==> src/rtl/bomb_controller.sv <==
// bomb_controller: turns a fire-key press into a single placed bomb with a
// two-phase fuse followed by a blast window. b_cnt encodes the phase for the
// level renderers (0 none, 1 fuse early, 2 fuse late, 3 blast).
module bomb_controller #(
    parameter int unsigned TICK_DIV      = 25_000_000, // cycles per fuse tick, 2..2^25
    parameter int unsigned BLAST_TICKS   = 1,          // ticks spent in blast, 1..15
    parameter int unsigned BOMB_Y_OFFSET = 18,         // character centre to feet
    parameter int unsigned Y_LIMIT       = 464         // largest legal bomb_pos_y
) (
    input  logic       clk,
    input  logic       reset,
    input  logic       active,
    input  logic       enable,
    input  logic       f_key,
    input  logic [9:0] char_pos_x,
    input  logic [9:0] char_pos_y,
    output logic [9:0] bomb_pos_x,
    output logic [9:0] bomb_pos_y,
    output logic [3:0] b_cnt,
    output logic       busy
);

    typedef enum logic [1:0] {
        IDLE  = 2'd0,
        FUSE  = 2'd1,
        BLAST = 2'd2
    } state_t;

    localparam logic [24:0] TICK_LAST  = 25'(TICK_DIV - 1);
    localparam logic [3:0]  BLAST_LAST = 4'(BLAST_TICKS);
    localparam logic [10:0] Y_OFFSET11 = 11'(BOMB_Y_OFFSET);
    localparam logic [10:0] Y_LIMIT11  = 11'(Y_LIMIT);

    state_t      state_q, state_d;
    logic [24:0] tick_cnt_q, tick_cnt_d;
    logic [3:0]  blast_cnt_q, blast_cnt_d;
    logic        f_key_prev_q, f_key_prev_d;   // previous f_key sample
    logic [9:0]  bomb_pos_x_q, bomb_pos_x_d;
    logic [9:0]  bomb_pos_y_q, bomb_pos_y_d;
    logic [3:0]  b_cnt_q, b_cnt_d;
    logic        busy_q, busy_d;

    logic        run_ok;
    logic        press;
    logic        tick;
    logic [10:0] y_sum;
    logic [9:0]  y_clamped;

    assign run_ok = active & enable;
    assign press  = f_key & ~f_key_prev_q & run_ok;
    assign tick   = (tick_cnt_q == TICK_LAST);

    // Bomb Y sits at the character's feet; the sum is one bit wider so a
    // character near the bottom clamps instead of wrapping to the top.
    assign y_sum     = {1'b0, char_pos_y} + Y_OFFSET11;
    assign y_clamped = (y_sum > Y_LIMIT11) ? Y_LIMIT11[9:0] : y_sum[9:0];

    // Next-state and phase logic: press arms, ticks advance, abort wins over tick.
    always_comb begin
        // NOTE: every _d gets a default first so no path leaves a variable
        // unassigned; otherwise synthesis infers a latch.
        state_d      = state_q;
        tick_cnt_d   = tick_cnt_q;
        blast_cnt_d  = blast_cnt_q;
        f_key_prev_d = f_key;
        bomb_pos_x_d = bomb_pos_x_q;
        bomb_pos_y_d = bomb_pos_y_q;
        b_cnt_d      = b_cnt_q;
        busy_d       = busy_q;

        case (state_q)
            IDLE: begin
                b_cnt_d = 4'd0;
                busy_d  = 1'b0;
                if (press) begin
                    bomb_pos_x_d = char_pos_x;
                    bomb_pos_y_d = y_clamped;
                    b_cnt_d      = 4'd1;
                    busy_d       = 1'b1;
                    tick_cnt_d   = '0;
                    state_d      = FUSE;
                end
            end

            FUSE, BLAST: begin
                if (!run_ok) begin
                    b_cnt_d    = 4'd0;
                    busy_d     = 1'b0;
                    tick_cnt_d = '0;
                    state_d    = IDLE;
                end else begin
                    tick_cnt_d = tick ? '0 : tick_cnt_q + 25'd1;
                    if (tick) begin
                        if (state_q == FUSE) begin
                            if (b_cnt_q == 4'd1) begin
                                b_cnt_d = 4'd2;
                            end else begin
                                b_cnt_d     = 4'd3;
                                blast_cnt_d = '0;
                                state_d     = BLAST;
                            end
                        end else begin
                            blast_cnt_d = blast_cnt_q + 4'd1;
                            if ((blast_cnt_q + 4'd1) == BLAST_LAST) begin
                                b_cnt_d = 4'd0;
                                busy_d  = 1'b0;
                                state_d = IDLE;
                            end
                        end
                    end
                end
            end

            default: begin
                b_cnt_d = 4'd0;
                busy_d  = 1'b0;
                state_d = IDLE;
            end
        endcase
    end

    // State register; f_key history resets high so a key held through reset
    // does not count as a press.
    always_ff @(posedge clk) begin
        // NOTE: non-blocking assignments in clocked blocks so every flop
        // samples pre-edge values regardless of statement order.
        if (reset) begin
            state_q      <= IDLE;
            tick_cnt_q   <= '0;
            blast_cnt_q  <= '0;
            f_key_prev_q <= 1'b1;
            bomb_pos_x_q <= '0;
            bomb_pos_y_q <= '0;
            b_cnt_q      <= '0;
            busy_q       <= 1'b0;
        end else begin
            state_q      <= state_d;
            tick_cnt_q   <= tick_cnt_d;
            blast_cnt_q  <= blast_cnt_d;
            f_key_prev_q <= f_key_prev_d;
            bomb_pos_x_q <= bomb_pos_x_d;
            bomb_pos_y_q <= bomb_pos_y_d;
            b_cnt_q      <= b_cnt_d;
            busy_q       <= busy_d;
        end
    end

    assign bomb_pos_x = bomb_pos_x_q;
    assign bomb_pos_y = bomb_pos_y_q;
    assign b_cnt      = b_cnt_q;
    assign busy       = busy_q;

endmodule

==> config.mk <==
export PLATFORM = sky130hd
export DESIGN_NAME = bomb_controller
export DESIGN_NICKNAME = d
export VERILOG_FILES = /design/src/rtl/bomb_controller.sv
export SDC_FILE = /design/constraint.sdc
export NUM_CORES = 1
export LEC_CHECK = 0
export BUFFER_PORTS_ARGS = -buffer_cell sky130_fd_sc_hd__buf_2
export CAP_MARGIN = 20
export CORE_MARGIN = 4
export CORE_UTILIZATION = 27
export CTS_BUF_LIST = sky130_fd_sc_hd__clkbuf_4
export CTS_CLUSTER_SIZE = 8
export DETAILED_ROUTE_END_ITERATION = 8
export MAX_ROUTING_LAYER = met4
export PLACE_DENSITY = 0.55
export SYNTH_ARGS = -nofsm -noshare
export SYNTH_HDL_FRONTEND = slang
export SYNTH_SLANG_ARGS = --single-unit
==> constraint.sdc <==
create_clock -name clk -period 5.68 [get_ports clk]
set_clock_uncertainty 0.1 [all_clocks]
set_input_delay 1.136 -clock clk [delete_from_list [all_inputs] [get_ports clk]]
set_output_delay 1.136 -clock clk [all_outputs]
set_load 0.005 [all_outputs]
==> metrics, run 1 <==
total global-route track usage between 10 and 15%; TritonCTS clock tree built; setup violators final 0; H-tree level count 2; DP Area between 3000 and 4000 µm²; startpoint types primary input; flop-to-flop setup slack between 3 and 4 ns; final setup TNS 0 ns; GPL Wtd Cong roughly 0.76; Placement Setup Slack ~2.5 ns; commonest non-fill, non-tap cell in the layout dfxtp_1; slew margin rel. 50.2%; Worst path slowest cell or4_1; Ys Warns 0; share of the yosys chip area belonging to registers between 30% and 40%; WHS Endpoint bomb_pos_x[1]$_SDFFE_PP0P_; Core Rows 37; CP max FO 24; Design Area, Final roughly 3300 µm²; Final ANT Viol Nets 0; Synth Cell Area 2910 µm²; Starting DRT DRC Count 170; largest net degree at the start of global routing 33; kind of critical path in2reg; max cap viols 0; Initial Util 28.0%; sequential share of power 58.5%; I/O pins 50; CTS max path bufs 2; critical path arrival 2.89 ns; leakage power around 1.2 nW; Max Slew Vio Count 0; fmax about 380 MHz; hold path start bomb_pos_x[1]$_SDFFE_PP0P_; Worst Reg2Reg Path Length in Cells 7; clk root buf clkbuf_4; shortest period the worst path allows between 2 and 3 ns; endpoints failing hold 0; outcome complete, no violations; Layout area overhead 13.4%; first-pass GRT wire length 11.7 mm; port bufs between 40 and 50; #FFs+latches synth 55; Power Density 202 nW/µm²; switch share 25.0%; RSZ-0062 raised after global routing no; vias in the first global route 2470; post-CTS sizing 0; Antenna Cells 0; hold crit path type reg2reg; grt ovf 0; Setup Buffers After CTS 0; Final Util between 30% and 40%; DRC 0; slowest stage delay, CP 0.56 ns; die area 12500 µm²; Clock power frac between 30% and 40%; Synth Instances 354; Cell Chain, Critical Path buf_2 -> and4b_1 -> mux2i_1 -> buf_4 -> or4_1 -> or3_1 -> a21oi_1; Async SR Flop Fraction 0%; Worst-path clk slew 0.18 ns; RR Endpoint tick_cnt_q[24]$_SDFFE_PP0P_; CTS buffer count 5; Post-synth EDFFs 0; 1st-pass router iterations 4; Int Pwr 0.500 mW; worst hold path depth 2; via count 2569; Most used DFF post-synth dfxtp_1; Comb power frac under 10%; CP endpoint kind flop; IR drop worst, VDD roughly 95 µV; routed wire length 6.84 mm; drt wl/cell 12.9 µm; Worst Tran Pin Value between 0.7 and 0.8 ns; most frequent cells in the layout dfxtp_1, nand2_1, buf_2, nor2_1, a21oi_1; Die Ht 112 µm; Worst Path Required 5.90 ns; post-synth cell types between 50 and 60; Total Nets Final 424; drt via density between 4 and 5; Detailed Place HPWL approximately 5.0 mm; r2r startpoint state_q[0]$_SDFFE_PP0P_; final worst slack 3.01 ns; fraction of layout cells with a size suffix above 1 a little under a fifth; sw power 0.167 mW; core box area about 10000 µm²; syn avg cell area 8.22 µm²; Die X ~110 µm; hold buffers post-CTS 0; clock latency on the worst-skew pair roughly 0.40 ns; initial antenna violation count 0; clock sinks 55; period utilization ~47%
sequential cells by signal, indices dropped and copies added, names as in the netlist:
signal	count
b_cnt	2
blast_cnt_q	4
bomb_pos_x	10
bomb_pos_y	10
busy	1
f_key_prev_q	1
state_q	2
tick_cnt_q	25
synth_stat cells, types with 2 or more instances:
library cell	instances	share of area [%]
and4_2	2	0.69
o311ai_0	2	0.60
o31ai_1	3	0.77
nand2_1	47	6.1
mux2i_1	3	1.0
inv_1	9	1.2
xnor2_1	20	6.0
nor3_1	8	1.4
xor2_1	5	1.5
nor2b_1	2	0.43
and3_1	2	0.43
and4_1	3	0.90
a211oi_1	4	1.0
nand4b_1	3	0.90
o21ai_0	13	2.2
nand4_1	3	0.64
and2_2	2	0.52
nor4b_1	3	0.90
nor2_1	43	5.5
nand3_1	17	2.9
clkbuf_1	10	1.3
or4_1	3	0.77
nand3b_1	8	2.1
buf_4	4	1.0
and2_1	3	0.64
dfxtp_1	55	38
nor4_1	10	2.1
or3_1	4	0.86
buf_6	3	1.2
ha_1	7	3.0
a31oi_1	4	0.86
a21oi_1	23	4.0
worst max path at each step:
stage               startpoint                     endpoint  slack [ns]  cells after the start
floorplan                f_key  tick_cnt_q[24]$_SDFFE_PP0P_        2.98                      5
global placement        active   tick_cnt_q[5]$_SDFFE_PP0P_        2.61                      6
detailed placement      active  tick_cnt_q[22]$_SDFFE_PP0P_        2.50                      6
CTS                     active  tick_cnt_q[17]$_SDFFE_PP0P_        2.93                      6
global route             f_key  tick_cnt_q[13]$_SDFFE_PP0P_        2.73                      6
finish                  active  tick_cnt_q[24]$_SDFFE_PP0P_        3.01                      7
final cells by class:
type,count,area [µm²]
fillers,1126,7110
multi-input cells,273,1670
flip-flops and latches,55,1100
repair buffers,48,243
well taps,136,170
clock inverters,3,46.3
clock buffers,5,37.5
inverters,9,33.8
routing by layer:
| layer | global-route usage, % | vias up | wire length [µm] |
|---|---|---|---|
| li1 | - | 1325 | - |
| met1 | 13.6 | 1181 | 3150 |
| met2 | 19.2 | 54 | 3310 |
| met3 | 2.77 | 9 | 319 |
| met4 | 2.68 | 0 | 48 |
| met5 | - | - | 0 |
worst max-delay path, delay by kind of cell:
kind,cells,cell delay (ns)
compound gates,1,0.13
buf+inv,2,0.32
mux,1,0.10
simple gates,3,1.19
kinds of logic (layout without fill, tap and decap cells):
| kind of cell | Yosys count | in the layout | synth area share [%] |
|---|---|---|---|
| other | 1 | 2 | 0.129 |
| XOR/XNOR | 25 | 25 | 7.52 |
| flip-flops | 55 | 55 | 37.8 |
| AO/OA/AOI/OAI | 59 | 59 | 12.5 |
| AND/OR/NAND/NOR | 176 | 176 | 32.7 |
| multiplexers | 4 | 4 | 1.42 |
| adder cells (fa/ha/maj) | 7 | 7 | 3.01 |
| buffers and inverters | 27 | 65 | 4.94 |
power by group through the flow:
stage	combinational, mW	sequential (mW)	clock [mW]
after global placement	0.0440	0.398	0
after CTS	0.0449	0.390	0.239
final	0.0441	0.390	0.233
after global routing	0.0498	0.391	0.255
after detailed placement	0.0448	0.398	0
after floorplan	0.0265	0.398	0
metrics by stage:
step | cells | total power, mW | hold WS (ns)
final | 529 | 0.667 | 0.364
after global routing | 529 | 0.696 | 0.397
after CTS | 529 | 0.675 | 0.369
after detailed placement | 521 | 0.443 | 0.340
after global placement | 521 | 0.442 | 0.334
after floorplan | 355 | 0.425 | 0.349
Power figures use the tool's default switching activity.
==> inputs of run 2 (changes only) <==
Settings changed: PLACE_DENSITY 0.55 to 0.57.
Clock period 5.68 ns to 2.3 ns, I/O delays scaled along.
==> run 2 against run 1 <==
- via count up 3.8%
- routed wire length up 4.8%
- global-route usage up 1.0 points
- critical path depth down 2
- critical endpoint is now blast_cnt_q[1]$_SDFFE_PP0P_
- power up 130%
- worst hold slack worse by 0.18 ns
==> metrics, run 2 (synthesized netlist as in run 1, its figures left out) <==
routed wire length 7.17 mm; Largest register FFs 25; outcome complete, no violations; most frequent cells in the layout dfxtp_1, nand2_1, buf_2, nor2_1, a21oi_1; Worst Tran Pin Value ~0.6 ns; Total Nets Final 442; fmax 452 MHz; post-route non-filler standard cell count 547; drt wl/cell 13.1 µm; total global-route track usage 12.4%; grt ovf 0; cell count along the critical path 5; r2r startpoint tick_cnt_q[7]$_SDFFE_PP0P_; critical path arrival 2.45 ns; via count 2666; Critical Path End blast_cnt_q[1]$_SDFFE_PP0P_; final worst slack 0.0890 ns; CTS buffer count 5; slowest stage delay, CP 0.59 ns; core box area 10400 µm²; Antenna Cells 0; DP Area 3370 µm²; CTS max path bufs 2; hold crit path type in2reg; Placement Setup Slack 0.0329 ns; CP endpoint kind flop; 1st-pass router iterations 4; vias in the first global route 2614; flop-to-flop setup slack around 0.09 ns; drt via density 4.87; Die X ~110 µm; Design Area, Final roughly 3400 µm²; Worst Reg2Reg Path Length in Cells 5; Layout area overhead 17.8%; clk root buf clkbuf_4; Die Ht 112 µm; Detailed Place HPWL between 5 and 6 mm; H-tree level count 2; CP bufs+invs 0; Worst-path clk slew 0.17 ns; CP max FO 5; Core Rows 37; fillers 1110; startpoint types flop; Placed Instances ~540; Final ANT Viol Nets 0; TritonCTS clock tree built; Starting DRT DRC Count around 100; Setup Buffers After CTS 0; endpoints failing hold 0; total power 1.53 mW; Worst path slowest cell or4_4; Worst Path Required 2.54 ns; max cap viols 0; GPL Wtd Cong 0.853; Max Slew Vio Count 0; IR drop worst, VDD 204 µV; setup violators final 0; initial antenna violation count 0; clock latency on the worst-skew pair between 0.3 and 0.4 ns; Crit. Startpoint tick_cnt_q[7]$_SDFFE_PP0P_; Top reg by flops tick_cnt_q; clock sinks 55; period utilization 96.1%; slew margin rel. around 60%; first-pass GRT wire length 12.7 mm; shortest period the worst path allows 2.21 ns; largest net degree at the start of global routing 33; commonest non-fill, non-tap cell in the layout dfxtp_1; Initial Util 28.0%; RSZ-0062 raised after global routing yes; I/O pins 50; Cell Chain, Critical Path nor4b_4 -> nand4_2 -> or4_4 -> or3b_1 -> a21oi_2; leakage power 1.28 nW; register area 1100 µm²; Power Density ~450 nW/µm²; RR Endpoint blast_cnt_q[1]$_SDFFE_PP0P_; die area 12500 µm²; area of the multi-input gates between 1500 and 2000 µm²; DRC 0; fraction of layout cells with a size suffix above 1 22.1%; cell family with most CP delay simple AND/OR/NAND/NOR gates; Min Hold Slack 0.183 ns; kind of critical path reg2reg; port bufs 47; hold buffers post-CTS 0
## run 2: routing by layer
layer | part of all wire, % | track usage, %
met4 | 0.70 | 3.16
met5 | 0 | -
met2 | 47 | 19.8
met3 | 6.2 | 3.53
met1 | 46 | 15.4
## run 2: final cells by class
class | count | share of cell area [%]
multi-input combinational | 273 | 48.9
clock buffer | 7 | 1.53
clock inverter | 1 | 0.146
tap | 136 | 4.96
sequential | 55 | 32.1
inverter | 9 | 0.985
timing repair buffer | 66 | 11.4
## run 2: stage by stage
| step | TNS [ns] | util, % |
|---|---|---|
| after global placement | 0 | 32.3 |
| final | 0 | 32.9 |
| after CTS | 0 | 32.9 |
| after detailed placement | 0 | 32.3 |
| after global routing | -0.0317 | 32.9 |
| after floorplan | 0 | - |
## run 2: worst min-delay path by stage
stage,start,end,depth (start not counted)
after floorplan,bomb_pos_y[0]$_SDFFE_PP0P_,bomb_pos_y[0]$_SDFFE_PP0P_,2
after global placement,bomb_pos_y[3]$_SDFFE_PP0P_,bomb_pos_y[3]$_SDFFE_PP0P_,2
after detailed placement,bomb_pos_y[9]$_SDFFE_PP0P_,bomb_pos_y[9]$_SDFFE_PP0P_,1
after CTS,char_pos_x[8],bomb_pos_x[8]$_SDFFE_PP0P_,3
after global routing,char_pos_x[6],bomb_pos_x[6]$_SDFFE_PP0P_,3
final,f_key,f_key_prev_q$_SDFF_PP1_,2
## run 2: what timing repair did
action,CTS,global route
endpoints found under the hold margin,0,0
gates resized for setup,0,2
setup endpoints to repair,0,6
## run 2: worst register-to-register path: cells and delay by family, from the launching register on
kind	cells	cell delay (ns)
and+or+nand+nor	4	1.52
DFF	1	0.41
AOI/OAI and AO/OA	1	0.13
## run 2: power by group
group | total, mW | switching, mW | leakage, nW | internal [mW]
clock | 0.454 | 0.310 | 0.0361 | 0.144
sequential | 0.963 | 0.00315 | 0.444 | 0.960
combinational | 0.118 | 0.0692 | 0.802 | 0.0490
total | 1.53 | 0.382 | 1.28 | 1.15
==> inputs of run 3 (changes only) <==
==> constraint.sdc (replaced) <==
create_clock -name clk -period 2.3 [get_ports clk]
set_clock_uncertainty 0.1 [all_clocks]
set_input_delay 0.23 -clock clk [delete_from_list [all_inputs] [get_ports clk]]
set_output_delay 0.23 -clock clk [all_outputs]
set_load 0.005 [all_outputs]
==> run 3 against run 2 <==
- register-to-register slack improved by 0.02 ns
- worst hold slack got worse by 0.15 ns
- clock-buffer cell count fell by 2
- non-clock buffer count rose by 8
- combinational power rose by 13%
- routed wire length rose by 2.9%
- design area rose by 2.5%
==> metrics, run 3 (synthesized netlist as in run 1, its figures left out) <==
largest net degree at the start of global routing 33; most frequent cells in the layout dfxtp_1, nand2_1, buf_2, nor2_1, a21oi_1; Max Slew Vio Count 0; endpoints failing hold 0; slew margin rel. between 50% and 60%; Worst Tran Pin Value 0.601 ns; die area 12500 µm²; IR drop worst, VDD 183 µV; GPL Wtd Cong 0.818; Final Util 33.8%; commonest non-fill, non-tap cell in the layout dfxtp_1; setup violators final 0; TritonCTS clock tree built; Crit. Startpoint f_key; CP endpoint kind flop; port bufs 47; max cap viols 0; first-pass GRT wire length 12.3 mm; Worst Path Required 2.52 ns; CTS buffer count 5; outcome complete, no violations; Worst path slowest cell or4_1; Layout area overhead 20.8%; DRC 0; vias in the first global route roughly 2.7k; initial antenna violation count 1; Die Ht 112 µm; grt ovf 0; clock sinks 55; clock latency on the worst-skew pair 0.38 ns; core box area 10400 µm²; Worst-path clk slew 0.16 ns; CP bufs+invs 2; Top reg by flops tick_cnt_q; Power Density 432 nW/µm²; I/O pins 50; Placed Instances 536; Largest register FFs 25; fraction of layout cells with a size suffix above 1 between 20% and 30%; drt via density slightly below 5; drt wl/cell approximately 13 µm; 1st-pass router iterations 4; startpoint types primary input; RSZ-0062 raised after global routing yes; period utilization 97.3%; CTS max path bufs 2; slowest stage delay, CP 0.57 ns; critical path arrival 2.46 ns; routed wire length 7.37 mm; Die X 112 µm; H-tree level count 2; via count 2718; kind of critical path in2reg; r2r startpoint state_q[1]$_SDFFE_PP0P_; leakage power 1.30 nW; fmax ~450 MHz; Initial Util 28.0%; Final ANT Viol Nets 0; Cell Chain, Critical Path dlygate4sd3_1 -> buf_2 -> and4b_1 -> mux2i_1 -> or4_1 -> or3_1 -> a21oi_1; Core Rows 37; hold path start char_pos_y[0]; Starting DRT DRC Count 112; clk root buf clkbuf_4; Detailed Place HPWL 5.31 mm; CP max FO 5; shortest period the worst path allows 2.24 ns; total global-route track usage between 10% and 20%; total power 1.52 mW; post-route non-filler standard cell count 556; hold crit path type in2reg; cell family with most CP delay simple AND/OR/NAND/NOR gates; Total Nets Final 450
-- run 3: cell types whose count changed in the layout (fill, tap and decap cells not counted), moves of 2 or more --
cell	before	now
buf_4	18	15
clkbuf_4	7	5
clkinv_1	0	2
dlygate4sd3_1	0	11
-- run 3: what timing repair did --
action                                  CTS  global route
buffers inserted                          0             0
endpoints found under the hold margin    11             0
endpoints found under the setup margin    0             4
resized for setup                         0             3
hold buffers                             11             0
-- run 3: metrics by stage --
step | cell area [µm²] | hold WS, ns | setup TNS (ns) | setup WS (ns)
4_1_cts | 3510 | 0.00526 | 0 | 0.0676
3_5_place_dp | 3340 | 0.345 | 0 | 0.107
3_3_place_gp | 3340 | 0.334 | 0 | 0.151
6_report | 3520 | 0.0312 | 0 | 0.0622
5_1_grt | 3520 | 0.0330 | -0.00479 | -0.00335
2_1_floorplan | 2920 | 0.237 | 0 | 0.173
-- run 3: cell type report --
cell class	instances	area, µm²
fill	1122	6900
inverter	9	33.8
clock buffer	5	37.5
timing repair buffer	74	478
clock inverter	3	15.0
tap	136	170
multi-input combinational	273	1680
sequential	55	1100
antenna	1	2.50
-- run 3: routing by layer --
metal / GRT usage, % / up-vias / part of all wire, %
met3: 3.21 / 8 / 5.0
met4: 3.49 / 0 / 1.2
met5: - / - / 0
met2: 20.1 / 55 / 49
met1: 14.4 / 1273 / 45
li1: - / 1382 / -
-- run 3: worst min-delay path, stage by stage --
cell and delay, ns:
buf_2 0.11, nand3b_1 0.07, o21ai_0 0.07
-- run 3: final timing paths --
| path | to | slack [ns] | cells past startpoint |
|---|---|---|---|
| max | tick_cnt_q[24]$_SDFFE_PP0P_ | 0.06 | 7 |
| min | bomb_pos_y[0]$_SDFFE_PP0P_ | 0.03 | 3 |
| max reg2reg | blast_cnt_q[1]$_SDFFE_PP0P_ | 0.11 | 6 |
| min reg2reg | bomb_pos_x[3]$_SDFFE_PP0P_ | 0.36 | 2 |
-- run 3: report_power, final --
| group | internal (mW) | switching [mW] |
|---|---|---|
| clock | 0.113 | 0.311 |
| combinational | 0.0608 | 0.0717 |
| sequential | 0.960 | 0.00333 |
| total | 1.13 | 0.386 |
